--- src/rtl/loader_pkg.sv ---
// Shared types and constants for the boot-time instruction loader.
package loader_pkg;

    typedef enum logic [2:0] {
        IDLE  = 3'd0,
        HDR   = 3'd1,
        LOAD  = 3'd2,
        WRITE = 3'd3,
        CKSUM = 3'd4,
        DONE  = 3'd5,
        ERR   = 3'd6
    } state_t;

    localparam int BYTES_PER_WORD = 4;
    localparam int HDR_BYTES      = 4;

    // Number of words the instruction memory can hold.
    function automatic logic [31:0] im_capacity(input int unsigned addr_w);
        return 32'd1 << addr_w;
    endfunction

endpackage

--- src/rtl/instr_word_packer.sv ---
// Shift-assembles a big-endian byte stream into 32-bit words (header or payload).
module instr_word_packer
    import loader_pkg::*;
(
    input  logic        clk,
    input  logic        reset,
    input  logic        clear,
    input  logic        hdr,
    input  logic        byte_en,
    input  logic [7:0]  byte_in,
    output logic [31:0] word,
    output logic        word_full
);

    logic [23:0] shift;
    logic [1:0]  cnt;
    logic [1:0]  last_cnt;

    assign last_cnt  = hdr ? 2'(HDR_BYTES - 1) : 2'(BYTES_PER_WORD - 1);
    // The word is complete combinationally on the edge that takes its final byte.
    assign word      = {shift, byte_in};
    assign word_full = byte_en && (cnt == last_cnt);

    always_ff @(posedge clk or negedge reset) begin
        if (!reset) begin
            shift <= '0;
            cnt   <= '0;
        end else if (clear) begin
            shift <= '0;
            cnt   <= '0;
        end else if (byte_en) begin
            shift <= {shift[15:0], byte_in};
            cnt   <= word_full ? 2'd0 : cnt + 2'd1;
        end
    end

endmodule

--- src/rtl/instr_loader.sv ---
// Boot loader: streams a counted program into instruction memory while holding the CPU in reset.
// Optional trailing XOR checksum byte enabled by defining INSTR_LOADER_CKSUM_EN.
module instr_loader
    import loader_pkg::*;
#(
    parameter int ADDR_W = 8
) (
    input  logic              clk,
    input  logic              reset,
    input  logic              start,
    input  logic [7:0]        rx_data,
    input  logic              rx_valid,
    output logic              rx_ready,
    output logic [ADDR_W-1:0] im_addr,
    output logic [31:0]       im_wdata,
    output logic              im_we,
    output logic              cpu_hold,
    output logic              busy,
    output logic              done,
    output logic              error
);

    localparam logic [31:0] CAPACITY = im_capacity(ADDR_W);

    state_t          state;
    logic [31:0]     count;
    logic [ADDR_W:0] idx;
    logic            byte_en;
    logic            pack_en;
    logic            start_ok;
    logic            last_word;
    logic [31:0]     word;
    logic            word_full;
`ifdef INSTR_LOADER_CKSUM_EN
    logic [7:0]      cksum;
`endif

    assign rx_ready  = (state == HDR) || (state == LOAD) || (state == CKSUM);
    assign byte_en   = rx_valid && rx_ready;
    assign pack_en   = byte_en && (state != CKSUM);
    assign start_ok  = start && ((state == IDLE) || (state == DONE) || (state == ERR));
    // idx is zero-extended so a full-capacity load never wraps the comparison.
    assign last_word = (32'(idx) == (count - 32'd1));

    instr_word_packer u_packer (
        .clk       (clk),
        .reset     (reset),
        .clear     (start_ok),
        .hdr       (state == HDR),
        .byte_en   (pack_en),
        .byte_in   (rx_data),
        .word      (word),
        .word_full (word_full)
    );

    always_ff @(posedge clk or negedge reset) begin
        if (!reset) begin
            state    <= IDLE;
            cpu_hold <= 1'b1;
            busy     <= 1'b0;
            done     <= 1'b0;
            error    <= 1'b0;
            im_we    <= 1'b0;
            im_addr  <= '0;
            im_wdata <= '0;
            count    <= '0;
            idx      <= '0;
`ifdef INSTR_LOADER_CKSUM_EN
            cksum    <= '0;
`endif
        end else begin
            im_we <= 1'b0;
            case (state)
                IDLE, DONE, ERR: begin
                    if (start) begin
                        state    <= HDR;
                        busy     <= 1'b1;
                        done     <= 1'b0;
                        error    <= 1'b0;
                        cpu_hold <= 1'b1;
                        count    <= '0;
                        idx      <= '0;
`ifdef INSTR_LOADER_CKSUM_EN
                        cksum    <= '0;
`endif
                    end
                end
                HDR: begin
                    if (word_full) begin
                        count <= word;
                        idx   <= '0;
                        if (word == 32'd0) begin
`ifdef INSTR_LOADER_CKSUM_EN
                            state <= CKSUM;
`else
                            state    <= DONE;
                            busy     <= 1'b0;
                            done     <= 1'b1;
                            cpu_hold <= 1'b0;
`endif
                        end else if (word > CAPACITY) begin
                            state <= ERR;
                            busy  <= 1'b0;
                            error <= 1'b1;
                        end else begin
                            state <= LOAD;
                        end
                    end
                end
                LOAD: begin
                    if (byte_en) begin
`ifdef INSTR_LOADER_CKSUM_EN
                        cksum <= cksum ^ rx_data;
`endif
                        if (word_full) begin
                            state    <= WRITE;
                            im_we    <= 1'b1;
                            im_addr  <= idx[ADDR_W-1:0];
                            im_wdata <= word;
                        end
                    end
                end
                WRITE: begin
                    if (last_word) begin
`ifdef INSTR_LOADER_CKSUM_EN
                        state <= CKSUM;
`else
                        state    <= DONE;
                        busy     <= 1'b0;
                        done     <= 1'b1;
                        cpu_hold <= 1'b0;
`endif
                    end else begin
                        idx   <= idx + 1'b1;
                        state <= LOAD;
                    end
                end
`ifdef INSTR_LOADER_CKSUM_EN
                CKSUM: begin
                    if (byte_en) begin
                        busy <= 1'b0;
                        if (rx_data == cksum) begin
                            state    <= DONE;
                            done     <= 1'b1;
                            cpu_hold <= 1'b0;
                        end else begin
                            state <= ERR;
                            error <= 1'b1;
                        end
                    end
                end
`endif
                default: state <= IDLE;
            endcase
        end
    end

endmodule
--- config.mk ---
export PLATFORM = sky130hd
export DESIGN_NAME = instr_loader
export DESIGN_NICKNAME = d
export VERILOG_FILES = /design/src/rtl/loader_pkg.sv /design/src/rtl/instr_word_packer.sv /design/src/rtl/instr_loader.sv
export SDC_FILE = /design/constraint.sdc
export NUM_CORES = 1
export LEC_CHECK = 0
export CORE_MARGIN = 2
export CORE_UTILIZATION = 51
export DETAILED_ROUTE_END_ITERATION = 6
export HOLD_SLACK_MARGIN = 0.12
export PLACE_DENSITY = 0.86
export SYNTH_ARGS = -nofsm -noshare
export SYNTH_HDL_FRONTEND = slang
export SYNTH_SLANG_ARGS = --single-unit
--- constraint.sdc ---
create_clock -name clk -period 3.9 [get_ports clk]
set_clock_uncertainty 0.1 [all_clocks]
set_input_delay 0.585 -clock clk [delete_from_list [all_inputs] [get_ports clk]]
set_output_delay 0.585 -clock clk [all_outputs]
set_load 0.02 [all_outputs]
==> run summary, run 1 <==
post-synthesis adder-cell area fraction - 0.681%
crit path DAT - 4070 ps
Tmin final - 3720 ps
Worst-Margin Slew - 930 ps
global-route wire length before repair - 23400 um
DIE AREA - 11700 um^2
Overflow after GRT - 0
global placement routability congestion - 0.903
max-slew violations - 0
CTS clock-pin slew for the worst setup and hold paths - 60 ps
Synth cell types - 58
Yosys top cell area share - 51.8%
Synth-to-Final Area Change - 24.5%
yosys warns - 0
post-synthesis sequential area ratio - 52.2%
post-route ant nets - 0
vias per cell - 6.08
Hold WC Path Type - primary input to async pin
CTS max path bufs - 2
Top Ports - 58
Cells after Synth - 568
Final nets - 642
Crit Path Class - register to register
Initial Utilization - 52.9%
Total Power - 0.00649 W
maximum clock frequency - 0.269 GHz
vias in the first global route - 4618
number of CTS-inserted buffers - 17
GR Util All Layers - 26.0%
ANT cells - 0
Iteration-0 DRC Markers - 375
Pwr Density - 945 nW/um^2
Worst EP required - 4250 ps
CTS tree - yes
Rel. slew slack - 38.0%
worst slack, placed - 87.1 ps
RSZ-0062 raised after global routing - false
worst vdd ir - 560 uV
first-pass detailed-route iteration total - 5
status - completed
Worst setup EP type - register
Post-Synth Simple-Gate Area - 21.2%
drt drc - 0
post-DP HPWL - 9190 um
Core Area - 10400 um^2
fin area - 6860 um^2
fillers - 748
drt wl/cell - 18.2 um
setup ws final - 182 ps
post-layout util - 65.9%
Critical Path Source Type - register
DP Area - 6260 um^2
clock sinks - 115
most common cell in the synthesized netlist - nand2_1
total wire length - 14100 um
H-tree lvl count - 4
row count - 37
Synth Area in XOR/XNOR - 1.59%
maximum fanout along the worst path - 4
Setup Total Neg Slack - 0 ps
antenna violations before repair - 0
Period Utilization, post-route - 95.3%
Syn Area/Cell - 9.70 um^2
main combinational cell family by area after synthesis - simple AND/OR/NAND/NOR gates
proportion of layout cells with a drive suffix above 1 - 16.4%
Async SR Flop Fraction - 100%
Net Count, Synth - 583
Die Y - 108 um
final hold vios - 0
synth cell count leaders - nand2_1, dfrtp_1, o21ai_0
chip width - 108 um
EDFF count, synth - 0
Setup Viol. Count Final - 0
input/output buffers - 57
Yosys reg bits - 115
leakage - 3.00 nW
complex-gate fraction of the synthesized area - 12.7%
CTS root buffer - clkbuf_8
area leader, netlist - dfrtp_1
Max-cap violations - 0
top area cells in the synthesized netlist - dfrtp_1, nand2_1, mux2_2
Top FF cell, synth - dfrtp_1
pin count of the biggest net entering global routing - 76
mux share of post-synthesis cell area - 8.33%
Mapped Area - 5510 um^2
total vias in the final route - 4721
Clk Latency, worst-skew pair - 530 ps
[cells in the final DEF, fill, tap and decap left out, types with 4 or more instances in the layout]
master / netlist / layout
nor2_1: 17 / 17
a21oi_1: 35 / 35
or4_1: 13 / 12
dfrtp_1: 114 / 114
clkinv_4: 0 / 4
o21ai_0: 40 / 40
clkdlybuf4s50_1: 0 / 56
nand3_1: 11 / 11
nor3_1: 11 / 11
buf_4: 0 / 20
o31ai_1: 10 / 10
o41ai_1: 5 / 5
nand2b_1: 5 / 5
nand2_1: 130 / 130
nand4_1: 5 / 5
mux2_2: 39 / 39
clkbuf_16: 0 / 16
xnor2_1: 7 / 7
nor2b_1: 4 / 4
nor4_1: 16 / 16
clkinvlp_4: 0 / 4
or3_1: 7 / 7
inv_1: 7 / 6
[timing repair]
| item | 4_1_cts | 5_1_grt |
|---|---|---|
| buffers inserted | 0 | 0 |
| endpoints found under the setup margin | 0 | 4 |
| hold buffers | 0 | 0 |
| resized for setup | 0 | 2 |
[worst max-delay path, stage by stage, from the launching register on]
cell       delay, ps
dfrtp_1          390
inv_1            100
ha_1             170
or3b_2           490
or4_1            450
o41a_1           360
nor3b_1          180
or4b_1           440
or4_4            490
nor3_4           200
buf_4            150
a2bb2oi_2        130
[flip-flops by register name (all words and copies together), names as in the netlist]
name            flops
count              32
u_packer.cnt        2
idx                 9
im_wdata           32
done                1
im_addr             8
im_we               1
cpu_hold            1
u_packer.shift     24
busy                1
state               3
error               1
[path summary, 6_finish.rpt]
path | cells past startpoint | slack [ps] | startpoint | to
worst min register to register | 2 | 370 | cpu_hold | cpu_hold
worst min-delay path | 1 | 100 | reset | im_addr[6]
worst max register to register | 11 | 180 | count[1] | idx[0]
worst max-delay path | 11 | 180 | count[1] | idx[0]
min in group clk | 2 | 370 | cpu_hold | cpu_hold
max in group asynchronous | 2 | 2850 | reset | count[26]
[per-layer routing]
metal | share of wire, % | vias up | GRT usage [%]
met5 | 0 | - | 0
met3 | 6.0 | 33 | 5.55
met1 | 43 | 2332 | 34.8
met2 | 49 | 201 | 41.2
li1 | - | 2155 | -
met4 | 2.4 | 0 | 11.3
[area by class of cell]
| type | instances | area (um^2) | share of cell area [%] |
|---|---|---|---|
| clock buffers | 17 | 414 | 6.03 |
| clock inverters | 15 | 183 | 2.66 |
| inverters | 7 | 26.3 | 0.383 |
| multi-input cells | 409 | 2460 | 35.8 |
| flip-flops and latches | 115 | 2880 | 42.0 |
| well taps | 136 | 170 | 2.48 |
| repair buffers | 77 | 731 | 10.6 |
[logic make-up (layout without fill, tap and decap cells)]
kind of cell    Yosys count  in the layout
compound gates          115            115
simple gates            240            240
fa+ha+maj                 3              3
flops                   115            115
buf+inv                  44            116
xor+xnor                 10             10
mux                      41             41
[stage by stage]
stage | std cells | hold slack [ps]
4_1_cts | 776 | 125
2_1_floorplan | 568 | 189
6_report | 776 | 98.0
3_3_place_gp | 744 | 353
5_1_grt | 776 | 176
3_5_place_dp | 744 | 368
[power by group]
part           internal, W  switching [W]  leakage [nW]
logic              0.00130        0.00145          1.22
registers          0.00167       0.000503          1.50
clock network     0.000976       0.000584         0.281
(Power assumes the default switching activity.)
==> run 2: changes to the inputs <==
--- a/config.mk
+++ b/config.mk
@@ -5,6 +5,7 @@
 export SDC_FILE = /design/constraint.sdc
 export NUM_CORES = 1
 export LEC_CHECK = 0
+export CAP_MARGIN = 30
 export CORE_MARGIN = 2
 export CORE_UTILIZATION = 51
 export DETAILED_ROUTE_END_ITERATION = 6
==> run 2 against run 1 <==
  * Routed wire length up 0.22%
  * Final cell count is 0.26% higher
  * Clock power is essentially flat
  * Total power rose by 0.14%
  * Register-to-register slack about the same
  * Largest cell class unchanged
  * Sequential power about the same
  * Combinational power hardly changed
  * First-iteration DRC count rose by 15%
  * Count of clock-buffer cells in the layout unchanged
==> run summary, run 2 (synthesis results as in run 1) <==
global placement routability congestion - 0.903
sequential share of power - 33.6%
Synth-to-Final Area Change - 25.2%
proportion of layout cells with a drive suffix above 1 - 16.5%
worst reg2reg startpoint - count[1]
input/output buffers - 57
Critical Path Source Type - register
maximum fanout along the worst path - 4
post-route ant nets - 0
Period Utilization, post-route - 95.7%
total vias in the final route - 4737
CTS max path bufs - 2
Setup Viol. Count Final - 0
clock sinks - 115
Worst EP required - 4250 ps
setup bufs post-CTS - 0
most frequent cells in the layout - nand2_1, dfrtp_1, clkdlybuf4s50_1
H-tree lvl count - 4
ANT cells - 0
vias per cell - 6.09
GR Util All Layers - 26.0%
crit path DAT - 4080 ps
combinational power share - 42.4%
Total Power - 0.00650 W
Crit Path Class - register to register
pin count of the biggest net entering global routing - 76
internal power - 0.00395 W
worst setup path endpoint - idx[0]
post-DP HPWL - 9190 um
antenna violations before repair - 0
global-route wire length before repair - 23400 um
CP max-delay cell - or3b_2
maximum clock frequency - 0.268 GHz
Seq. cell area - 2880 um^2
FF-to-FF setup slack - 170 ps
Hold WC Path Type - register to register
row count - 37
Tmin final - 3730 ps
chip width - 108 um
Iteration-0 DRC Markers - 430
CTS root buffer - clkbuf_8
Worst setup EP type - register
worst vdd ir - 561 uV
Clk Latency, worst-skew pair - 530 ps
Sw Pwr - 0.00254 W
total wire length - 14200 um
CTS tree - yes
clock power share - 24.1%
Setup crit start - count[1]
final hold vios - 0
first-pass detailed-route iteration total - 5
registers with the most flip-flops - count (32), im_wdata (32), u_packer.shift (24)
Pwr Density - 941 nW/um^2
RSZ-0062 raised after global routing - false
Reg-to-Reg End - idx[0]
largest incremental delay on the critical path - 490 ps
drt wl/cell - 18.2 um
max-slew violations - 0
Rel. slew slack - 37.9%
met2 Resource Use GR - 41.2%
CTS clock-pin slew for the worst setup and hold paths - 60 ps
Final nets - 644
Initial Utilization - 52.9%
leakage - 3.02 nW
most common cell after layout, fill and taps aside - nand2_1
cell chain of the critical path - inv_1 > ha_1 > or3b_2 > or4_1 > o41a_1 > nor3b_1 > or4b_1 > or4_4 > nor3_4 > buf_4 > a2bb2oi_2
Core Area - 10400 um^2
Sw Share - 39.2%
status - completed
Worst-Margin Slew - 932 ps
DIE AREA - 11700 um^2
grt met1 use - 34.8%
vias in the first global route - 4618
number of CTS-inserted buffers - 17
Setup Total Neg Slack - 0 ps
Overflow after GRT - 0
GR Util met3 - 5.55%
Die Y - 108 um
Worst Hold Depth - 2
Max-cap violations - 0
drt drc - 0
Top Ports - 58
multi-input logic area - 2460 um^2
FF-to-FF path depth - 11
post-layout util - 66.2%
GRT Max-Usage Layer - met2
fillers - 745
[run 2: metal layers]
| metal | share of wire [%] | routed length, um |
|---|---|---|
| met3 | 5.7 | 814 |
| met2 | 49 | 6890 |
| met4 | 2.2 | 308 |
| met5 | 0 | 0 |
| met1 | 43 | 6160 |
[run 2: worst min-delay path by stage]
stage                             to  startpoint
final                       cpu_hold    cpu_hold
after global routing        cpu_hold    cpu_hold
after CTS                 im_addr[6]       reset
after detailed placement    cpu_hold    cpu_hold
after global placement      cpu_hold    cpu_hold
after floorplan                 busy       reset
[run 2: worst max-delay path: cells and delay by family, from the launching register on]
kind	cells	cell delay (ps)
AND/OR/NAND/NOR	6	2260
AO/OA/AOI/OAI	2	490
flip-flops	1	390
buffers and inverters	2	250
adder cells (fa/ha/maj)	1	170
[run 2: power by group through the flow]
stage / combinational [W] / clock [W] / sequential [W]
after global routing: 0.00300 / 0.00163 / 0.00224
after CTS: 0.00273 / 0.00158 / 0.00216
after global placement: 0.00263 / 0 / 0.00214
after floorplan: 0.00156 / 0 / 0.00226
final: 0.00275 / 0.00156 / 0.00218
after detailed placement: 0.00268 / 0 / 0.00216
[run 2: timing repair]
item	4_1_cts	5_1_grt
endpoints found under the hold margin	0	73
hold buffers	0	1
resized for setup	0	2
setup endpoints to repair	0	4
[run 2: layout make-up]
cell class / count / share of cell area [%]
Clock buffer: 17 / 6.00
Tap cell: 136 / 2.47
Timing Repair Buffer: 79 / 11.1
Inverter: 7 / 0.381
Clock inverter: 15 / 2.65
Sequential cell: 115 / 41.7
Multi-Input combinational cell: 409 / 35.6
[run 2: stage by stage]
step / area, um^2 / worst slack (ps) / hold WS, ps / instances
CTS: 6860 / 45.0 / 125 / 776
detailed placement: 6260 / 87.1 / 368 / 744
floorplan: 5510 / 49.8 / 189 / 568
global placement: 6260 / 144 / 353 / 744
finish: 6900 / 168 / 372 / 778
global route: 6900 / 67.1 / 385 / 778
